### src/rtl/mips_pkg.sv
// Shared ALU control codes, aluop encodings and R-type funct codes.
package mips_pkg;

  localparam logic [3:0] ALU_ADD   = 4'b0010;
  localparam logic [3:0] ALU_SUB   = 4'b0110;
  localparam logic [3:0] ALU_UNDEF = 4'b1111;

  typedef enum logic [1:0] {
    ALUOP_ADD   = 2'b00,
    ALUOP_SUB   = 2'b01,
    ALUOP_RTYPE = 2'b10,
    ALUOP_RSVD  = 2'b11
  } aluop_e;

  localparam logic [5:0] FUNCT_ADD = 6'b100000;
  localparam logic [5:0] FUNCT_SUB = 6'b100010;

  // True when a decoded ALU code means "no defined operation".
  function automatic logic is_undef(input logic [3:0] code);
    return code == ALU_UNDEF;
  endfunction

endpackage

### src/rtl/id_ex_stage_alu_ctrl.sv
// Combinational aluop/funct decode into the 4-bit ALU control code.
module alu_ctrl
  import mips_pkg::*;
(
  input  logic [1:0] aluop,
  input  logic [5:0] funct,
  output logic [3:0] control
);

  // Map the main-decoder aluop (and funct for R-type) to an ALU code.
  always_comb begin
    control = ALU_UNDEF;
    case (aluop_e'(aluop))
      ALUOP_ADD: control = ALU_ADD;
      ALUOP_SUB: control = ALU_SUB;
      ALUOP_RTYPE: begin
        if (funct == FUNCT_ADD) begin
          control = ALU_ADD;
        end else if (funct == FUNCT_SUB) begin
          control = ALU_SUB;
        end else begin
          control = ALU_UNDEF;
        end
      end
      default: control = ALU_UNDEF;
    endcase
  end

endmodule

### src/rtl/id_ex_stage.sv
// ID/EX pipeline register as a two-entry elastic buffer (main + skid).
// Operand muxing and ALU control decode happen on the way in, so the
// held entry is already in the form the ALU consumes.
module id_ex_stage
  import mips_pkg::*;
#(
  parameter int WIDTH = 32,
  parameter int RW    = 5
) (
  input  logic             clk,
  input  logic             reset,
  input  logic             flush,
  input  logic             in_valid,
  output logic             in_ready,
  input  logic [WIDTH-1:0] in_rs_val,
  input  logic [WIDTH-1:0] in_rt_val,
  input  logic [WIDTH-1:0] in_imm,
  input  logic             in_alusrc,
  input  logic [1:0]       in_aluop,
  input  logic [5:0]       in_funct,
  input  logic [RW-1:0]    in_rd,
  input  logic             in_reg_write,
  output logic             out_valid,
  input  logic             out_ready,
  output logic [WIDTH-1:0] input1,
  output logic [WIDTH-1:0] input2,
  output logic [3:0]       control,
  output logic [RW-1:0]    out_rd,
  output logic             out_reg_write
);

  typedef struct packed {
    logic [WIDTH-1:0] op1;
    logic [WIDTH-1:0] op2;
    logic [3:0]       ctl;
    logic [RW-1:0]    rd;
    logic             reg_write;
  } entry_t;

  logic   main_valid_q, main_valid_d;
  logic   skid_valid_q, skid_valid_d;
  entry_t main_q, main_d;
  entry_t skid_q, skid_d;
  entry_t in_entry;
  logic [3:0] dec_control;
  logic   accept;
  logic   pop;

  alu_ctrl u_alu_ctrl (
    .aluop   (in_aluop),
    .funct   (in_funct),
    .control (dec_control)
  );

  // in_ready depends only on flop state, so out_ready never reaches it.
  assign in_ready = !skid_valid_q;
  assign accept   = in_valid && in_ready;
  assign pop      = main_valid_q && out_ready;

  assign out_valid     = main_valid_q;
  assign input1        = main_q.op1;
  assign input2        = main_q.op2;
  assign control       = main_q.ctl;
  assign out_rd        = main_q.rd;
  assign out_reg_write = main_q.reg_write;

  // Build the incoming entry; an undefined op must never write a register.
  always_comb begin
    in_entry.op1       = in_rs_val;
    in_entry.op2       = in_alusrc ? in_imm : in_rt_val;
    in_entry.ctl       = dec_control;
    in_entry.rd        = in_rd;
    in_entry.reg_write = in_reg_write && !is_undef(dec_control);
  end

  // Next-state of both entries: pop first, then place any accepted entry.
  // Skid can only be full while in_ready is low, so a pop that refills
  // main from skid never coincides with an accept.
  always_comb begin
    main_valid_d = main_valid_q;
    skid_valid_d = skid_valid_q;
    main_d       = main_q;
    skid_d       = skid_q;
    if (pop) begin
      if (skid_valid_q) begin
        main_d       = skid_q;
        skid_valid_d = 1'b0;
      end else begin
        main_valid_d = 1'b0;
      end
    end
    if (accept) begin
      if (!main_valid_q || pop) begin
        main_d       = in_entry;
        main_valid_d = 1'b1;
      end else begin
        skid_d       = in_entry;
        skid_valid_d = 1'b1;
      end
    end
    if (flush) begin
      main_valid_d = 1'b0;
      skid_valid_d = 1'b0;
    end
  end

  // State registers; reset wins over everything and zeroes the outputs.
  always_ff @(posedge clk) begin
    if (reset) begin
      main_valid_q <= 1'b0;
      skid_valid_q <= 1'b0;
      main_q       <= '0;
      skid_q       <= '0;
    end else begin
      main_valid_q <= main_valid_d;
      skid_valid_q <= skid_valid_d;
      main_q       <= main_d;
      skid_q       <= skid_d;
    end
  end

endmodule

### config.mk
export PLATFORM = sky130hd
export DESIGN_NAME = id_ex_stage
export DESIGN_NICKNAME = d
export VERILOG_FILES = /design/src/rtl/mips_pkg.sv /design/src/rtl/id_ex_stage_alu_ctrl.sv /design/src/rtl/id_ex_stage.sv
export SDC_FILE = /design/constraint.sdc
export NUM_CORES = 1
export LEC_CHECK = 0
export ABC_AREA = 0
export CAP_MARGIN = 20
export CORE_MARGIN = 10
export CORE_UTILIZATION = 30
export DETAILED_ROUTE_END_ITERATION = 16
export PLACE_DENSITY = 0.62
export SLEW_MARGIN = 20
export SYNTH_ARGS = -nofsm -noshare
export SYNTH_HDL_FRONTEND = slang
export SYNTH_HIERARCHICAL = 1
export SYNTH_SLANG_ARGS = --single-unit
### constraint.sdc
create_clock -name clk -period 3.68 [get_ports clk]
set_clock_uncertainty 0.05 [all_clocks]
set_input_delay 1.104 -clock clk [delete_from_list [all_inputs] [get_ports clk]]
set_output_delay 1.104 -clock clk [all_outputs]
set_load 0.02 [all_outputs]
After elaboration in Yosys (flattened, before gate mapping) --
Cells that the tools add are included.
Storage, ports and cells: register bits after elaboration 150, input port bits 116, output and inout bits 76, word-level logic and storage cells 43
Cells by class: equal/unequal tests 5, mux-type cells 15, bitwise gates (word level) 1, reduce and logical (&&, ||, !) cells 10
Operator list (number):
- two-way mux 74 bit | 4
- two-way mux 32 bit | 1
- equality test 6 bit, second input constant | 2
- one-hot mux 4 bit (3 select lines) | 1
- two-way mux 4 bit | 2
- two-way mux 1 bit | 7
- equality test 4 bit, second input constant | 1
- logical AND 1 bit | 3
- zero test 1 bit | 3
- equality test 2 x 1 -> 1 bit, second input constant | 1
- equality test 2 bit, second input constant | 1
- zero test 2 bit | 1
- AND reduction 2 bit | 1
- OR reduction 2 bit | 1
- logical OR 1 bit | 1
- inverter 1 bit | 1

Depth between registers and ports, before layout --
Gate-level depths: netlist of the first run.
depth after elaboration 9, gate-level depth with buffers 6, mapped depth without buffers 5

Modules after synthesis --
Netlist of the first run, hierarchy kept.
Modules (own cells, without submodules):
- id_ex_stage | instances 1, cells each 791, area an instance 6398.6 µm², seq. area each 3002.9 µm²
- alu_ctrl | instances 1, cells each 10, area an instance 61.3 µm², seq. area each 0.0 µm²

Least setup slack after synthesis of the first run --
Ideal clock, no wire load.
path type input -> register, from input port in_aluop[0], to register main_q (netlist bit out_reg_write), setup time 91 ps, arrival time 2060 ps, data required time 3539 ps, slack 1479 ps, stages 6, buffers on the path 1, path through nor4_2 -> a31oi_1 -> buf_4 -> nand4_1 -> a211oi_1 -> a311oi_1
Between the ends: word-level cells in the longest chain between the ends 7, elaborated cells on any way between the ends 9, classes of those cells 3 x eq/ne; 3 x mux; 3 x reduce/logical
RTL lines:
- start: declaration | RTL line id_ex_stage.sv:19 | input logic [1:0] in_aluop,
- equality test 2 bit (tied with other cells) | RTL line id_ex_stage_alu_ctrl.sv:13 | case (aluop_e'(aluop))
- one-hot mux 4 bit (3 select lines) (*) | RTL line id_ex_stage_alu_ctrl.sv:13
- via dec_control[0] | RTL line id_ex_stage.sv:45 | logic [3:0] dec_control;
- equality test 4 bit (*) | RTL line mips_pkg.sv:20 | return code == ALU_UNDEF;
- zero test 1 bit (*) | RTL line id_ex_stage.sv:73 | in_entry.reg_write = in_reg_write && !is_undef(dec_control);
- logical AND 1 bit (*) | RTL line id_ex_stage.sv:73
- two-way mux 74 bit (*) | RTL line id_ex_stage.sv:93 | if (!main_valid_q || pop) begin
- two-way mux 74 bit (*) | RTL line id_ex_stage.sv:92 | if (accept) begin
- end signal: assignment | RTL line id_ex_stage.sv:117 | main_q <= main_d;
- end: declaration | RTL line id_ex_stage.sv:42 | entry_t main_q, main_d;
The timed path passes the listed nets; every way through them passes the cells marked *. A chain may end at the register's enable or synchronous reset.

Worst setup path in the final report of the first run --
from register main_valid_q (netlist: out_valid), to output port out_valid
RTL lines:
- start: declaration | RTL line id_ex_stage.sv:40 | logic main_valid_q, main_valid_d;
- start signal: assignment | RTL line id_ex_stage.sv:115 | main_valid_q <= main_valid_d;
- end: declaration | RTL line id_ex_stage.sv:23 | output logic out_valid,
No word-level cell between the ends.

==> key figures, run 1 <==
Worst setup path
  – CP Class: register to primary output
  – Critical path's top delay family: buffers and inverters
  – RR Startpoint: out_valid
  – Worst R2R End: input2[18]
  – Worst R2R Path Depth: 4
  – Reg2reg setup slack: around 1.6 ns
  – Type of element capturing the critical path: primary output
  – Critical Path, Cell by Cell: clkdlybuf4s50_1
  – Worst Path Required: 2.53 ns
  – Startpoint types: register
  – Crit path launch: out_valid
  – Crit-path max FO: 9
  – Worst path bufs/invs: 1
  – CP max-delay cell: clkdlybuf4s50_1
  – Arrival time worst endpoint: approximately 1.7 ns
  – Worst path max stage delay: ~0.75 ns

Pwr
  – Clock power share: 42.7%
  – Sw Share: between 20% and 30%
  – P_sw: about 0.0011 W
  – Int Pwr: 0.00307 W
  – Pwr dens: ~460 nW/µm²
  – Leak: between 3 and 4 nW
  – Peak VDD IR: 0.000244 V
  – Reg power frac: 42.1%
  – Comb pwr share: around 15%

Final layout
  – Layout cells sized above 1: roughly 9.1%
  – Layout Nets: 1063
  – Fin cells: between 1k and 1.5k
  – N_diodes: 0
  – Synthesis-to-layout area growth: 41.2%
  – Fin area: between 9000 and 10000 µm²

Synthesis
  – Synth warnings: 6
  – Number of synthesized register bits: 150
  – Synth Cell Area: ~6500 µm²
  – EDFF count, synth: 0
  – Netlist cell types: 31
  – Syn_nets: 917
  – Avg Cell Area, Syn: approximately 8.1 µm²
  – Main synth FF type: dfxtp_1
  – Post-Synthesis Cells: roughly 800
  – Sequential cell area fraction in the yosys report: a little under half
  – Synth async-reset ratio: 0%

Clock network
  – Later-pin clock latency in the skew report: a little over 0.4 ns
  – PostCTS Resize Cnt: 0
  – Clock sinks: 150
  – Setup bufs post-CTS: 0
  – CTS tree: done
  – Hold buffer count at cts: 0
  – Reg clk slew, reported paths: 0.06 ns
  – CTS Buffer Depth: 2
  – Clock root cell: clkbuf_16
  – CTS Buf Count: 17
  – H-tree levels: 4

Placement
  – PortBufs: 191
  – Post-DP Area: approximately 8500 µm²
  – Final Wtd Congestion: approximately 0.73
  – Dpl hpwl: between 10 and 15 mm
  – Placed insts: 1203

Timing
  – Hold Violations, Final: 0
  – Max-slew violation count: 0
  – Final Cycle Share: between 70% and 80%
  – Setup violations, final: 0
  – Period minus WS final: between 2 and 3 ns
  – Fmax: roughly 350 MHz
  – RSZ-0062 raised after global routing: no
  – Worst-margin pin slew: slightly above 0.9 ns
  – Setup TNS: 0 ns
  – Worst relative slew slack: 38.0%
  – Hold Worst Slack: 0.405 ns

Global route
  – Largest net degree at the start of global routing: 76
  – Global-route wire length before repair: between 30 and 40 mm
  – GRT Util Overall: 14.6%
  – Initial antenna violation count: 0
  – Grt total ovfl: 0
  – Vias in the first global route: roughly 6.0k

Min path
  – Worst Hold Launch: skid_q[68]
  – Hold Path End: skid_q[68]
  – Hold path cells: 2
  – HP Class: register to register

Route
  – Drc violations: 0
  – Number of DRC markers in iteration 0: around 330
  – Initial DRT Pass Iterations: 5
  – Post-DR wirelength/cell: 17.3 µm
  – DR vias: ~6k
  – Via density: 4.94
  – Routed wire length: about 21 mm
  – Antenna-violating nets left: 0

Floorplanning
  – Core area: between 20000 and 25000 µm²
  – Starting Density: between 30% and 40%
  – Die span in y: 167 µm
  – I/O Pins: around 190
  – DIE AREA: between 20000 and 30000 µm²
  – Row count: between 50 and 60
  – Die Width: around 170 µm

Status
  – Status: completed

Job
  – Max Cap Viol: 0
area by class of cell:
cell class / count / area, µm²
fill: 2135 / 12000
multi-input combinational: 568 / 3080
sequential: 150 / 3000
timing repair buffer: 206 / 2080
clock buffer: 20 / 457
tap: 275 / 344
clock inverter: 12 / 140
inverter: 4 / 15.0
kinds of logic after synthesis:
logic type / Yosys count / synth area share [%]
simple gates: 412 / 26.7
flops: 150 / 46.5
compound gates: 123 / 14.6
buf+inv: 83 / 6.62
mux: 32 / 5.58
other cells: 1 / 0.0581
cells in the mapped netlist (2+ instances only):
| library cell | count | area share, % |
|---|---|---|
| nand2_1 | 231 | 13 |
| dfxtp_1 | 150 | 46 |
| nor3_1 | 105 | 8.1 |
| a311oi_1 | 68 | 9.2 |
| nor2_1 | 65 | 3.8 |
| a21oi_1 | 44 | 3.4 |
| buf_2 | 35 | 2.7 |
| clkbuf_1 | 30 | 1.7 |
| mux2_2 | 26 | 4.5 |
| buf_6 | 7 | 1.2 |
| a311oi_2 | 6 | 1.4 |
| mux2_1 | 6 | 1.0 |
| buf_4 | 5 | 0.58 |
| inv_1 | 4 | 0.23 |
| a211oi_1 | 2 | 0.23 |
| nand3_1 | 2 | 0.15 |
placed cells by master (no fill, tap or decap), types with 2 or more instances in the layout:
cell / netlist / layout
a211oi_1: 2 / 2
a21oi_1: 44 / 44
a311oi_1: 68 / 68
a311oi_2: 6 / 6
buf_12: 0 / 5
buf_4: 5 / 11
bufinv_16: 0 / 2
clkbuf_16: 0 / 17
clkbuf_8: 0 / 2
clkdlybuf4s50_1: 0 / 190
clkinv_2: 0 / 2
clkinv_4: 0 / 3
dfxtp_1: 150 / 150
inv_1: 4 / 4
inv_6: 0 / 5
mux2_1: 6 / 6
mux2_2: 26 / 26
nand2_1: 231 / 231
nor2_1: 65 / 65
nor3_1: 105 / 105
power by group through the flow:
stage                     logic [W]  registers, W  clock network, W
final                      0.000628       0.00175           0.00177
after global routing       0.000676       0.00176           0.00189
after CTS                  0.000636       0.00175           0.00182
after detailed placement   0.000633       0.00178                 0
after global placement     0.000629       0.00178                 0
after floorplan            0.000229       0.00186                 0
registers in the layout (all words and copies together), names as in the netlist:
name           flops
control            4
input1            32
out_rd             5
skid_q            74
out_reg_write      1
skid_valid_q       1
out_valid          1
input2            32
worst min-delay path: stages, from the launching register on:
cell,delay (ns)
dfxtp_1,0.31
nand2_1,0.05
a21oi_1,0.05
metrics by stage:
| stage | utilization, % | worst slack, ns | power (W) |
|---|---|---|---|
| after floorplan | - | 1.48 | 0.00209 |
| after global placement | 40.4 | 0.541 | 0.00241 |
| after detailed placement | 40.4 | 0.445 | 0.00242 |
| after CTS | 43.2 | 0.762 | 0.00420 |
| after global routing | 43.2 | 0.733 | 0.00432 |
| final | 43.2 | 0.811 | 0.00415 |
metal layers:
metal	GRT usage (%)	vias up	share of wire [%]
li1	-	3071	-
met1	18.4	2848	45
met2	23.1	176	47
met3	5.27	9	7.2
met4	3.55	0	0.68
met5	0	-	0
how the worst max path moves through the flow:
stage,endpoint,slack [ns],cells past startpoint
finish,out_valid,0.81,1
detailed placement,input2[21],0.45,5
CTS,out_valid,0.76,1
floorplan,out_reg_write,1.48,6
global placement,input2[29],0.54,5
global route,input2[8],0.73,5
Note: power is estimated with default switching activity, not from simulation.
==> run 2, diff against run 1 <==
--- a/config.mk
+++ b/config.mk
@@ -10,7 +10,7 @@
 export CORE_MARGIN = 10
 export CORE_UTILIZATION = 30
 export DETAILED_ROUTE_END_ITERATION = 16
-export PLACE_DENSITY = 0.62
+export PLACE_DENSITY = 0.64
 export SLEW_MARGIN = 20
 export SYNTH_ARGS = -nofsm -noshare
 export SYNTH_HDL_FRONTEND = slang
==> constraint.sdc (replaced) <==
create_clock -name clk -period 2.3 [get_ports clk]
set_clock_uncertainty 0.05 [all_clocks]
set_input_delay 0.69 -clock clk [delete_from_list [all_inputs] [get_ports clk]]
set_output_delay 0.69 -clock clk [all_outputs]
set_load 0.02 [all_outputs]
==> run 2 against run 1 <==
Power is 60% higher. Setup slack worse by 0.74 ns. Sequential share of layout area is 1.3 points lower. Final cell count is 2.3% higher. Final area is 4.3% higher. First-iteration DRC count is 20% higher. Flip-flop and latch count stayed put. Clock power is 58% higher. Core utilization is 1.8 points higher. Largest power group is now sequential cells. Highest routed layer unchanged.
==> key figures, run 2 (synthesis gave the netlist of run 1 again) <==
Global route
  – Met1 GRT Util: 18.5% (+0.15 points)
  – Largest net degree at the start of global routing: 45 (-41%)
  – Initial antenna violation count: 1 (+1)
  – GRT Util Overall: 14.7% (+0.14 points)
  – Met3 Usage GRT: 5.51% (+0.24 points)
  – GRT busiest layer: met2
  – Grt total ovfl: 0 (unchanged)
  – Global-route wire length before repair: 33.6 mm (+0.43%)
  – Routing usage on met2: 22.9% (-0.16 points)
  – Vias in the first global route: 6086 (+1.5%)

Pwr
  – Peak VDD IR: 0.000451 V (+85%)
  – Pwr dens: 700 nW/µm² (+54%)
  – Leak: 3.27 nW (+6.1%)

Floorplanning
  – DIE AREA: 27800 µm² (unchanged)
  – Die span in y: 167 µm (unchanged)
  – I/O Pins: 192 (unchanged)
  – Starting Density: 30.6% (unchanged)
  – Core area: 21100 µm² (unchanged)
  – Die Width: 167 µm (unchanged)
  – Row count: 53 (unchanged)

Min path
  – HP Class: register to register
  – Worst Hold Launch: skid_q[49]

Placement
  – Dpl hpwl: 14.6 mm (+8.8%)
  – Final Wtd Congestion: 0.742 (+1.3%)
  – PortBufs: 191 (unchanged)

Status
  – Status: completed

Worst setup path
  – Worst R2R Path Depth: 5 (+1)
  – Arrival time worst endpoint: 1.49 ns (-0.23 ns)
  – CP endpoint: in_ready
  – Startpoint types: register
  – Crit path launch: skid_valid_q
  – CP Class: register to primary output
  – Reg2reg setup slack: 0.78 ns (-0.78 ns)
  – RR Startpoint: out_valid
  – Worst R2R End: input1[12]
  – Crit-path max FO: 8 (-1)
  – Type of element capturing the critical path: primary output
  – Worst Path Required: 1.56 ns (-0.97 ns)

Clock network
  – CTS Buf Count: 17 (unchanged)
  – Setup bufs post-CTS: 0 (unchanged)
  – Clock root cell: clkbuf_16
  – Reg clk slew, reported paths: 0.06 ns (about the same)
  – CTS Buffer Depth: 2 (unchanged)
  – Clock sinks: 150 (unchanged)
  – H-tree levels: 4 (unchanged)
  – Hold buffer count at cts: 0 (unchanged)
  – PostCTS Resize Cnt: 1 (+1)
  – CTS tree: done
  – Later-pin clock latency in the skew report: 0.42 ns (about the same)

Route
  – Antenna-violating nets left: 0 (unchanged)
  – Via density: 4.94 (about the same)
  – Post-DR wirelength/cell: 16.9 µm (-2.3%)
  – DR vias: 6244 (+2.3%)
  – Initial DRT Pass Iterations: 5 (unchanged)
  – Routed wire length: 21.3 mm (about the same)
  – Drc violations: 0 (unchanged)
  – Number of DRC markers in iteration 0: 389 (+20%)

Timing
  – Hold Violations, Final: 0 (unchanged)
  – RSZ-0062 raised after global routing: no
  – Setup TNS: 0 ns (unchanged)
  – Fmax: about 450 MHz
  – Max-slew violation count: 0 (unchanged)
  – Period minus WS final: approximately 2.2 ns
  – Hold Worst Slack: 0.403 ns (-0.00196 ns)
  – Final Cycle Share: a little over nine tenths
  – Setup violations, final: 0 (unchanged)

Final layout
  – Most flop-heavy register: skid_q
  – Max FFs per register: 74 (unchanged)
  – Final Util: 45.1% (+1.8 points)
  – Synthesis-to-layout area growth: 47.2%
  – Commonest non-fill, non-tap cell in the layout: nand2_1
  – Layout cells sized above 1: 11.7% (+2.7 points)
  – Layout Nets: 1091 (+2.6%)
  – Most frequent cells in the layout: nand2_1, clkdlybuf4s50_1, dfxtp_1

Job
  – Max Cap Viol: 0 (unchanged)
==> run 2: how the worst min path moves through the flow <==
stage                      end  slack (ns)  cells after the start
detailed placement  skid_q[66]        0.39                      2
finish              skid_q[49]        0.40                      2
global route        skid_q[64]        0.42                      2
global placement    skid_q[69]        0.39                      2
floorplan            skid_q[0]        0.39                      2
CTS                 skid_q[66]        0.40                      2
==> run 2: power by group <==
part	switching, W	internal, W
Clock	0.00111	0.00168
Combinational	0.000508	0.000550
Sequential	0.0000678	0.00273
Total	0.00169	0.00496
==> run 2: layer usage <==
metal,wire length (µm),vias up
li1,-,3126
met1,9810,2907
met2,9650,193
met3,1590,18
met4,281,0
met5,0,-
==> run 2: worst max-delay path, cell delays in order, from the launching register on <==
cell,delay [ns]
dfxtp_2,0.36
inv_1,0.06
clkdlybuf4s50_1,0.65
==> run 2: cell type report <==
| cell class | count | area, µm² |
|---|---|---|
| fillers | 2086 | 11600 |
| multi-input cells | 568 | 3080 |
| flip-flops and latches | 150 | 3000 |
| repair buffers | 234 | 2470 |
| clock buffers | 21 | 470 |
| well taps | 275 | 344 |
| clock inverters | 11 | 124 |
| inverters | 4 | 15.0 |
| diodes | 1 | 2.50 |
==> run 2: through the flow <==
| stage | setup WS [ns] | power [W] | std cells | instance area [µm²] |
|---|---|---|---|---|
| 3_5_place_dp | 0.0125 | 0.00391 | 1231 | 8910 |
| 6_report | 0.0660 | 0.00665 | 1264 | 9510 |
| 3_3_place_gp | 0.0324 | 0.00391 | 1231 | 8910 |
| 5_1_grt | 0.00998 | 0.00691 | 1263 | 9510 |
| 4_1_cts | 0.0340 | 0.00673 | 1263 | 9510 |
| 2_1_floorplan | 0.513 | 0.00334 | 801 | 6460 |
==> run 3, diff against run 2 <==
--- a/config.mk
+++ b/config.mk
@@ -9,6 +9,7 @@
 export CAP_MARGIN = 20
 export CORE_MARGIN = 10
 export CORE_UTILIZATION = 30
+export CTS_BUF_LIST = sky130_fd_sc_hd__clkbuf_16
 export DETAILED_ROUTE_END_ITERATION = 16
 export PLACE_DENSITY = 0.64
 export SLEW_MARGIN = 20
==> constraint.sdc (replaced) <==
create_clock -name clk -period 2.3 [get_ports clk]
set_clock_uncertainty 0.05 [all_clocks]
set_input_delay 0.23 -clock clk [delete_from_list [all_inputs] [get_ports clk]]
set_output_delay 0.23 -clock clk [all_outputs]
set_load 0.02 [all_outputs]
==> run 3 against run 2 <==
Final area shrank 3.4%. Largest cell class unchanged. Highest routed layer unchanged. Routed wire length grew 0.20%. Core utilization shrank 1.5 points.
==> key figures, run 3 (synthesis gave the netlist of run 1 again) <==
Status
  – Status: completed

Final layout
  – Most frequent cells in the layout: nand2_1, clkdlybuf4s50_1, dfxtp_1
  – Max FFs per register: 74 (unchanged)
  – Layout Nets: 1066 (-2.3%)
  – Commonest non-fill, non-tap cell in the layout: nand2_1
  – Most flop-heavy register: skid_q
  – Layout cells sized above 1: 8.73% (-3.0 points)
  – Fin area: 9180 µm² (-3.4%)
  – Synthesis-to-layout area growth: 42.2%

Floorplanning
  – I/O Pins: 192 (unchanged)
  – Core area: 21100 µm² (unchanged)
  – Row count: 53 (unchanged)
  – DIE AREA: 27800 µm² (unchanged)
  – Starting Density: 30.6% (unchanged)
  – Die Width: 167 µm (unchanged)
  – Die span in y: 167 µm (unchanged)

Placement
  – Dpl hpwl: 13.8 mm (-5.4%)
  – Final Wtd Congestion: 0.707 (-4.8%)
  – PortBufs: 191 (unchanged)
  – Post-DP Area: 8630 µm² (-3.1%)

Worst setup path
  – Crit-path max FO: 9 (+1)
  – Worst path max stage delay: 0.73 ns (+0.08 ns)
  – Critical path's top delay family: buffers and inverters
  – Critical Path, Cell by Cell: clkdlybuf4s50_1
  – Critical path depth: 1 (-1)
  – Worst Path Required: 2.02 ns (+0.46 ns)
  – Reg2reg setup slack: 0.50 ns (-0.28 ns)
  – Crit path launch: out_valid
  – CP endpoint: out_valid
  – Arrival time worst endpoint: 1.69 ns (+0.20 ns)
  – Type of element capturing the critical path: primary output
  – RR Startpoint: out_valid
  – Worst path bufs/invs: 1 (-1)
  – Worst R2R End: input1[6]
  – Startpoint types: register
  – CP Class: register to primary output
  – Worst R2R Path Depth: 4 (-1)
  – CP max-delay cell: clkdlybuf4s50_1

Global route
  – Vias in the first global route: 6170 (+1.4%)
  – Initial antenna violation count: 2 (+1)
  – Largest net degree at the start of global routing: 75 (+67%)
  – Global-route wire length before repair: 34.4 mm (+2.4%)
  – Grt total ovfl: 0 (unchanged)
  – GRT Util Overall: 15.0% (+0.24 points)

Pwr
  – Pwr dens: 703 nW/µm² (+0.40%)
  – Peak VDD IR: 0.000329 V (-27%)
  – Leak: 3.11 nW (-5.0%)

Clock network
  – CTS tree: done
  – Clock root cell: clkbuf_16
  – Clock sinks: 150 (unchanged)
  – PostCTS Resize Cnt: 0 (-1)
  – CTS Buffer Depth: 2 (unchanged)
  – Reg clk slew, reported paths: 0.06 ns (about the same)
  – Later-pin clock latency in the skew report: 0.41 ns (about the same)
  – Setup bufs post-CTS: 0 (unchanged)
  – Hold buffer count at cts: 0 (unchanged)
  – H-tree levels: 4 (unchanged)
  – CTS Buf Count: 17 (unchanged)

Timing
  – Max-slew violation count: 0 (unchanged)
  – Worst relative slew slack: between 60% and 70%
  – Fmax: 507 MHz (+13%)
  – Hold Violations, Final: 0 (unchanged)
  – Worst-margin pin slew: around 0.59 ns
  – Period minus WS final: 1.97 ns (-0.260 ns)
  – RSZ-0062 raised after global routing: no
  – Setup TNS: 0 ns (unchanged)
  – Setup violations, final: 0 (unchanged)
  – Final Cycle Share: 85.8% (-11 points)

Route
  – Initial DRT Pass Iterations: 4 (-1)
  – Antenna-violating nets left: 0 (unchanged)
  – Routed wire length: 21.4 mm (+0.20%)
  – Number of DRC markers in iteration 0: 418 (+7.5%)
  – DR vias: 6179 (-1.0%)
  – Post-DR wirelength/cell: 17.3 µm (+2.3%)
  – Via density: 4.99 (+1.0%)
  – Drc violations: 0 (unchanged)

Job
  – Max Cap Viol: 0 (unchanged)

Min path
  – HP Class: input port to register
## run 3: cell count changes in the layout (fill, tap and decap cells not counted), sizes merged
cell / change
buf: -25
inv: +2
clkbuf: -4
clkinvlp: -1
clkinv: +2
## run 3: worst min path at each step
stage / to / cells past startpoint / slack, ns / from
after detailed placement: skid_q[72] / 2 / 0.40 / skid_q[72]
final: skid_q[72] / 2 / 0.16 / reset
after global routing: skid_q[72] / 2 / 0.15 / reset
after floorplan: out_valid / 1 / 0.26 / flush
after global placement: skid_q[63] / 2 / 0.39 / skid_q[63]
after CTS: skid_q[71] / 2 / 0.14 / reset
## run 3: layout make-up
cell class,count,area [µm²]
timing repair buffer,209,2190
fill,2125,11900
clock buffer,17,425
clock inverter,14,121
sequential,150,3000
tap,275,344
antenna,1,2.50
multi-input combinational,568,3080
inverter,4,15.0
## run 3: where the power goes
part | switching [W] | internal [W] | total (W) | leakage [nW]
Sequential | 0.0000704 | 0.00273 | 0.00280 | 1.23
Combinational | 0.000503 | 0.000517 | 0.00102 | 1.60
Clock | 0.00107 | 0.00156 | 0.00263 | 0.275
Total | 0.00164 | 0.00481 | 0.00645 | 3.11
## run 3: metal layers
| layer | GRT usage (%) | share of wire, % | up-vias |
|---|---|---|---|
| met2 | 23.5 | 46 | 197 |
| met1 | 18.8 | 45 | 2872 |
| li1 | - | - | 3086 |
| met4 | 4.54 | 1.4 | 0 |
| met5 | 0 | 0 | - |
| met3 | 5.30 | 7.2 | 24 |
## run 3: stage by stage
step	std cells	power, W	hold WS (ns)	util [%]	setup slack (ns)
detailed placement	1206	0.00388	0.397	40.9	0.244
global route	1238	0.00674	0.150	43.6	0.251
global placement	1206	0.00387	0.393	40.9	0.249
finish	1238	0.00645	0.157	43.6	0.326
floorplan	801	0.00334	0.258	-	0.822
CTS	1237	0.00654	0.137	43.5	0.298
